===== config.mk =====
export PLATFORM = sky130hd
export DESIGN_NAME = inst_prefetch_fetch
export DESIGN_NICKNAME = d
export VERILOG_FILES = /design/src/rtl/inst_prefetch_fetch.sv
export SDC_FILE = /design/constraint.sdc
export NUM_CORES = 1
export LEC_CHECK = 0
export ABC_AREA = 1
export BUFFER_PORTS_ARGS = -buffer_cell sky130_fd_sc_hd__clkbuf_2
export CAP_MARGIN = 20
export CORE_UTILIZATION = 53
export CTS_BUF_LIST = sky130_fd_sc_hd__clkbuf_2 sky130_fd_sc_hd__clkbuf_4 sky130_fd_sc_hd__clkbuf_8
export DETAILED_ROUTE_END_ITERATION = 7
export PLACE_DENSITY = 0.78
export REMOVE_ABC_BUFFERS = 1
export SETUP_SLACK_MARGIN = 0.1
export SYNTH_ARGS = -nofsm -noshare
export SYNTH_HDL_FRONTEND = slang
export SYNTH_SLANG_ARGS = --single-unit

===== constraint.sdc =====
create_clock -name clk -period 2.8 [get_ports clk]
set_clock_uncertainty 0.2 [all_clocks]
set_input_delay 0.28 -clock clk [delete_from_list [all_inputs] [get_ports clk]]
set_output_delay 0.28 -clock clk [all_outputs]
set_load 0.01 [all_outputs]

===== src/rtl/inst_prefetch_fetch.sv =====
// -----------------------------------------------------------------------------
// inst_prefetch_fetch
//   Instruction fetch stage in front of the multi-cycle core. A one-cycle
//   fetch_order with a byte pc returns one 32-bit instruction with a one-cycle
//   fetched pulse. After every delivered word, the next sequential word is
//   prefetched from the synchronous instruction BRAM into a one-entry buffer.
//   Straight-line code then hits with 1-cycle latency.
//
// Ports
//   clk          in   1        clock, all state updates on posedge
//   rst          in   1        asynchronous, active-high reset
//   fetch_order  in   1        one-cycle request strobe from the core
//   pc           in   PC_W     request byte address, sampled with fetch_order
//   inv          in   1        invalidate buffer / abort prefetch (BRAM rewritten)
//   fetched      out  1        one-cycle pulse: inst answers the last order
//   inst         out  32       fetched instruction, held until the next pulse
//   a_inst       out  IADDR_W  registered BRAM word address
//   d_inst       in   32       BRAM read data, valid RD_LAT cycles after a_inst
// -----------------------------------------------------------------------------
module inst_prefetch_fetch #(
  parameter int PC_W    = 32,
  parameter int IADDR_W = 15,
  parameter int RD_LAT  = 1
) (
  input  logic               clk,
  input  logic               rst,
  input  logic               fetch_order,
  input  logic [PC_W-1:0]    pc,
  input  logic               inv,
  output logic               fetched,
  output logic [31:0]        inst,
  output logic [IADDR_W-1:0] a_inst,
  input  logic [31:0]        d_inst
);

  localparam int CNT_W = $clog2(RD_LAT + 1);
  localparam logic [CNT_W-1:0] CNT_LAST = CNT_W'(RD_LAT);

  typedef enum logic [1:0] {IDLE, READ, PREFETCH} state_t;

  state_t               state, state_n;
  logic [CNT_W-1:0]     cnt;
  logic                 pending;    // order waiting for the in-flight prefetch
  logic                 inv_seen;   // inv arrived while the current READ was open
  logic                 buf_valid;
  logic [IADDR_W-1:0]   buf_addr;
  logic [31:0]          buf_data;
  logic [IADDR_W-1:0]   req_word;   // word being read in READ
  logic [IADDR_W-1:0]   pf_addr;    // word being prefetched in PREFETCH

  logic [IADDR_W-1:0]   word;
  logic                 hit;
  logic                 pf_match;
  logic                 data_due;   // d_inst carries the requested word this cycle

  // Control strobes decoded from state and inputs
  logic                 do_miss;
  logic [IADDR_W-1:0]   miss_addr;
  logic                 do_fetch;
  logic [31:0]          fetch_data;
  logic                 do_pf;
  logic [IADDR_W-1:0]   pf_base;
  logic [IADDR_W-1:0]   pf_next;
  logic                 buf_fill;
  logic                 buf_clr;
  logic                 set_pending;

  // Only the word-address bits of pc matter; byte offset and high bits are dropped.
  logic unused_pc_bits;
  assign unused_pc_bits = ^{pc[PC_W-1:IADDR_W+2], pc[1:0]};

  assign word     = pc[IADDR_W+1:2];
  assign hit      = fetch_order && !inv && buf_valid && (buf_addr == word);
  assign pf_match = (word == pf_addr);
  assign data_due = (cnt == CNT_LAST);
  assign pf_next  = pf_base + IADDR_W'(1);

  // State register
  always_ff @(posedge clk or posedge rst) begin
    if (rst) state <= IDLE;
    else     state <= state_n;
  end

  // Next-state logic
  always_comb begin
    state_n = state;
    unique case (state)
      IDLE: begin
        if (fetch_order) state_n = hit ? PREFETCH : READ;
      end
      READ: begin
        if (data_due) state_n = (inv_seen || inv) ? IDLE : PREFETCH;
      end
      PREFETCH: begin
        if (inv) begin
          state_n = (fetch_order || pending) ? READ : IDLE;
        end else if (fetch_order && !pending && !pf_match) begin
          state_n = READ;
        end else if (data_due) begin
          state_n = (pending || (fetch_order && pf_match)) ? PREFETCH : IDLE;
        end
      end
      default: state_n = IDLE;
    endcase
  end

  // Output / control decode
  always_comb begin
    do_miss     = 1'b0;
    miss_addr   = word;
    do_fetch    = 1'b0;
    fetch_data  = d_inst;
    do_pf       = 1'b0;
    pf_base     = word;
    buf_fill    = 1'b0;
    buf_clr     = inv;
    set_pending = 1'b0;
    unique case (state)
      IDLE: begin
        if (fetch_order) begin
          if (hit) begin
            do_fetch   = 1'b1;
            fetch_data = buf_data;
            do_pf      = 1'b1;
          end else begin
            do_miss = 1'b1;
          end
        end
      end
      READ: begin
        if (data_due) begin
          do_fetch = 1'b1;
          if (inv_seen || inv) begin
            buf_clr = 1'b1;
          end else begin
            do_pf   = 1'b1;
            pf_base = req_word;
          end
        end
      end
      PREFETCH: begin
        if (inv) begin
          // A waiting order must still be answered, so re-read its word.
          if (pending) begin
            do_miss   = 1'b1;
            miss_addr = pf_addr;
          end else if (fetch_order) begin
            do_miss = 1'b1;
          end
        end else if (fetch_order && !pending && !pf_match) begin
          do_miss = 1'b1;
        end else if (data_due) begin
          if (pending || (fetch_order && pf_match)) begin
            do_fetch = 1'b1;
            do_pf    = 1'b1;
            pf_base  = pf_addr;
          end else begin
            buf_fill = 1'b1;
          end
        end else if (fetch_order && !pending) begin
          set_pending = 1'b1;
        end
      end
      default: ;
    endcase
  end

  // Control and output registers
  always_ff @(posedge clk or posedge rst) begin
    if (rst) begin
      fetched   <= 1'b0;
      inst      <= '0;
      a_inst    <= '0;
      buf_valid <= 1'b0;
      cnt       <= '0;
      pending   <= 1'b0;
      inv_seen  <= 1'b0;
    end else begin
      fetched <= do_fetch;
      if (do_fetch) inst <= fetch_data;

      if (do_miss)    a_inst <= miss_addr;
      else if (do_pf) a_inst <= pf_next;

      if (do_miss || do_pf)   cnt <= '0;
      else if (!data_due)     cnt <= cnt + CNT_W'(1);

      if (buf_clr || do_pf)   buf_valid <= 1'b0;
      else if (buf_fill)      buf_valid <= 1'b1;

      if (set_pending)                        pending <= 1'b1;
      else if (do_miss || do_fetch || do_pf)  pending <= 1'b0;

      if (do_miss)                            inv_seen <= 1'b0;
      else if (state == READ && inv)          inv_seen <= 1'b1;
    end
  end

  // Address/data holding registers; qualified by the control state above.
  always_ff @(posedge clk) begin
    if (do_miss) req_word <= miss_addr;
    if (do_pf)   pf_addr  <= pf_next;
    if (buf_fill) begin
      buf_addr <= pf_addr;
      buf_data <= d_inst;
    end
  end

endmodule

==> results.ini <==
[pwr]
power_mw=8.95
p_leak_nw=4.43
vdd_drop_max_mv=0.505
power.density_mw_per_mm2=983

[detailed_routing]
avgViaCountPerCell=5.16
vias=6667
routed_wl_mm=19.8
first_pass_iters=5
drc=0
ant_nets=0
drt_iter0_markers=645
wl_per_cell_um=15.3

[timing]
clock.fmax_mhz=382
max_slew.worst_pin.slew_ns=0.661
slew_viol_final=0
hold_violations=0
finalSetupViolCount=0
holdWs_ns=0.108
rsz0062_at_grt=true
min_period_over_period_pct=93.6
fin_crit_ns=2.62
max_slew_margin_pct=55.7

[setup_path]
reg2reg_slack_ns=0.18
crit_fanout=5
path_class=reg2reg
cp-end-kind=register
reg2reg_depth=12
cp-start-kind=register
arrival_ns=2.63
r2r-start=state[0]
cp-startpoint=state[0]
critPathRequiredTime_ns=2.81

[final_layout]
fin_nets=1175
stdcell_area_mm2=0.00910
finalNonFillerCells=1291
area_growth_pct=22.5
seq_area_mm2=0.00366
antenna_cells=0
multi_input_area_mm2=0.00326
drive_gt1_share_pct=21.3
fillers=1103

[yosys]
synth_xor_area_share_pct=3.05
postSynthCellCount=955
yosys.area_share.simple_pct=35.4
synth-async-reset-ratio_pct=41.2
yosys_most_used_dff=edfxtp_1
synthDistinctLibCells=38
ys_ff_latch=131
yosys.area_share.adder_pct=0.842
synth_top_family_by_area=simple AND/OR/NAND/NOR gates
muxShareOfSynthArea_pct=0
synth_edf_count=77
synth_area_mm2=0.00743
synth_compound_area_share_pct=3.82
ys_warn_count=0
avgSynthCellArea_um2=7.78
yosysSeqAreaShare_pct=49.3

[placement]
dp_hpwl_mm=12.9
port_buffers=98
numPlacedInstances=1218
place_area_mm2=0.00817
gp_congestion=0.900

[run_status]
status=complete, no violations

[grt]
grt_pass1_wl_mm=31.6
grt_pass1_vias=6319
grt.overflow.total=0
antenna_found_initial=0
grt_start_max_net_pins=38
grt_usage_pct=28.4

[worst_hold_path]
hold_class=in2async

[clocking]
cts_buffers=17
cts_max_level=4
clock-sinks=131
clock_latency_ns=0.45
root_buffer=clkbuf_8
cts_tree=built
path_clk_slew_ns=0.08
clockBufferDepth=2

[floorplan]
die_h_um=120
die-area_mm2=0.0145
ios=116
start_util_pct=55.2
die_w_um=120
core_mm2=0.0135
row_count=42

[run]
max-cap-violations=0

==> Yosys cell counts, types with 12 or more instances <==
| cell type | n | share of area, % |
|---|---|---|
| nand2_1 | 437 | 22 |
| nand2_2 | 17 | 1.4 |
| xor2_1 | 13 | 1.5 |
| inv_1 | 71 | 3.6 |
| nor2_1 | 55 | 2.8 |
| inv_2 | 12 | 0.61 |
| buf_2 | 14 | 0.94 |
| o21ai_0 | 29 | 2.0 |
| dfrtp_1 | 54 | 18 |
| nand3_1 | 76 | 5.1 |
| clkbuf_1 | 12 | 0.61 |
| edfxtp_1 | 77 | 31 |
==> where the power goes <==
group | leakage (nW) | internal, mW | switching [mW]
logic | 2.82 | 1.47 | 2.57
registers | 1.37 | 2.68 | 0.331
clock network | 0.240 | 1.14 | 0.761
==> worst paths after layout <==
kind	endpoint
setup / recovery	pf_addr[12]
hold / removal	a_inst[6]
setup reg to reg	pf_addr[12]
hold reg to reg	inst[20]
max in group asynchronous	cnt
min in group clk	buf_valid
==> critical path, stage by stage, from the launching register on <==
cell and delay [ns]:
dfrtp_1 0.39, inv_1 0.08, ha_1 0.36, inv_1 0.13, nor2_1 0.07, a21oi_2 0.20, ha_4 0.19, nand3_4 0.09
nor2_4 0.17, nand2_4 0.09, nor2_4 0.16, nand3_1 0.10, and2_1 0.17
==> per-layer routing <==
metal / vias to the layer above / track usage [%] / part of all wire (%)
li1: 3290 / - / -
met1: 3035 / 36.4 / 42
met2: 305 / 46.9 / 48
met3: 37 / 5.61 / 7.5
met4: 0 / 12.3 / 2.9
met5: - / 0 / 0
==> timing repair <==
item                                    in CTS  in global routing
hold buffers                                34                  0
pin swaps                                    0                  7
hold endpoints to repair                   119                  0
gates cloned                                 0                  0
buffers inserted                             1                  6
gates resized for setup                      1                 14
endpoints found under the setup margin       2                 33
==> per-stage QoR <==
stage	setup slack (ns)	setup TNS [ns]	utilization [%]
6_report	0.180	0	67.7
5_1_grt	0.0263	0	67.7
4_1_cts	0.107	0	66.9
3_5_place_dp	0.0732	0	60.7
3_3_place_gp	0.125	0	60.7
2_1_floorplan	-0.305	-12.13	-
==> kinds of logic after synthesis <==
logic type,after synthesis
and+or+nand+nor,621
xor gates and xnor gates,25
adders and majority gates,5
AOI/OAI and AO/OA,47
DFF,131
buffers and inverters,126
==> sequential cells by signal, indices dropped and copies added, names as in the netlist <==
| name | count |
|---|---|
| buf_valid | 1 |
| state | 2 |
| buf_data | 32 |
| cnt | 1 |
| pending | 1 |
| fetched | 1 |
| buf_addr | 15 |
| req_word | 15 |
| a_inst | 15 |
| inv_seen | 1 |
| inst | 32 |
| pf_addr | 15 |
==> layout make-up <==
| cell class | count | area share (%) |
|---|---|---|
| Clock buffer | 25 | 3.64 |
| Clock inverter | 7 | 1.57 |
| Inverter | 83 | 3.42 |
| Multi-Input combinational cell | 698 | 35.8 |
| Sequential cell | 131 | 40.3 |
| Tap cell | 176 | 2.42 |
| Timing Repair Buffer | 171 | 12.9 |
==> cell usage in the layout, fill, tap and decap left out, types with 3 or more instances in the layout <==
cell type	Yosys	routed
a21oi_1	8	8
a21oi_2	3	3
and2_1	5	5
buf_12	0	4
buf_4	7	34
bufinv_16	0	4
clkbuf_2	3	98
clkbuf_8	0	23
dfrtp_1	54	53
dlygate4sd3_1	0	34
edfxtp_1	77	77
ha_1	5	3
inv_1	71	66
inv_2	12	17
nand2_1	437	436
nand2_2	17	16
nand2_4	1	3
nand3_1	76	74
nand3_2	2	3
nand3b_1	7	7
nand4_1	3	3
nor2_1	55	54
nor2_2	7	8
nor2_4	7	7
o21ai_0	29	29
xnor2_1	11	11
xor2_1	13	13
Power figures use the tool's default switching activity.
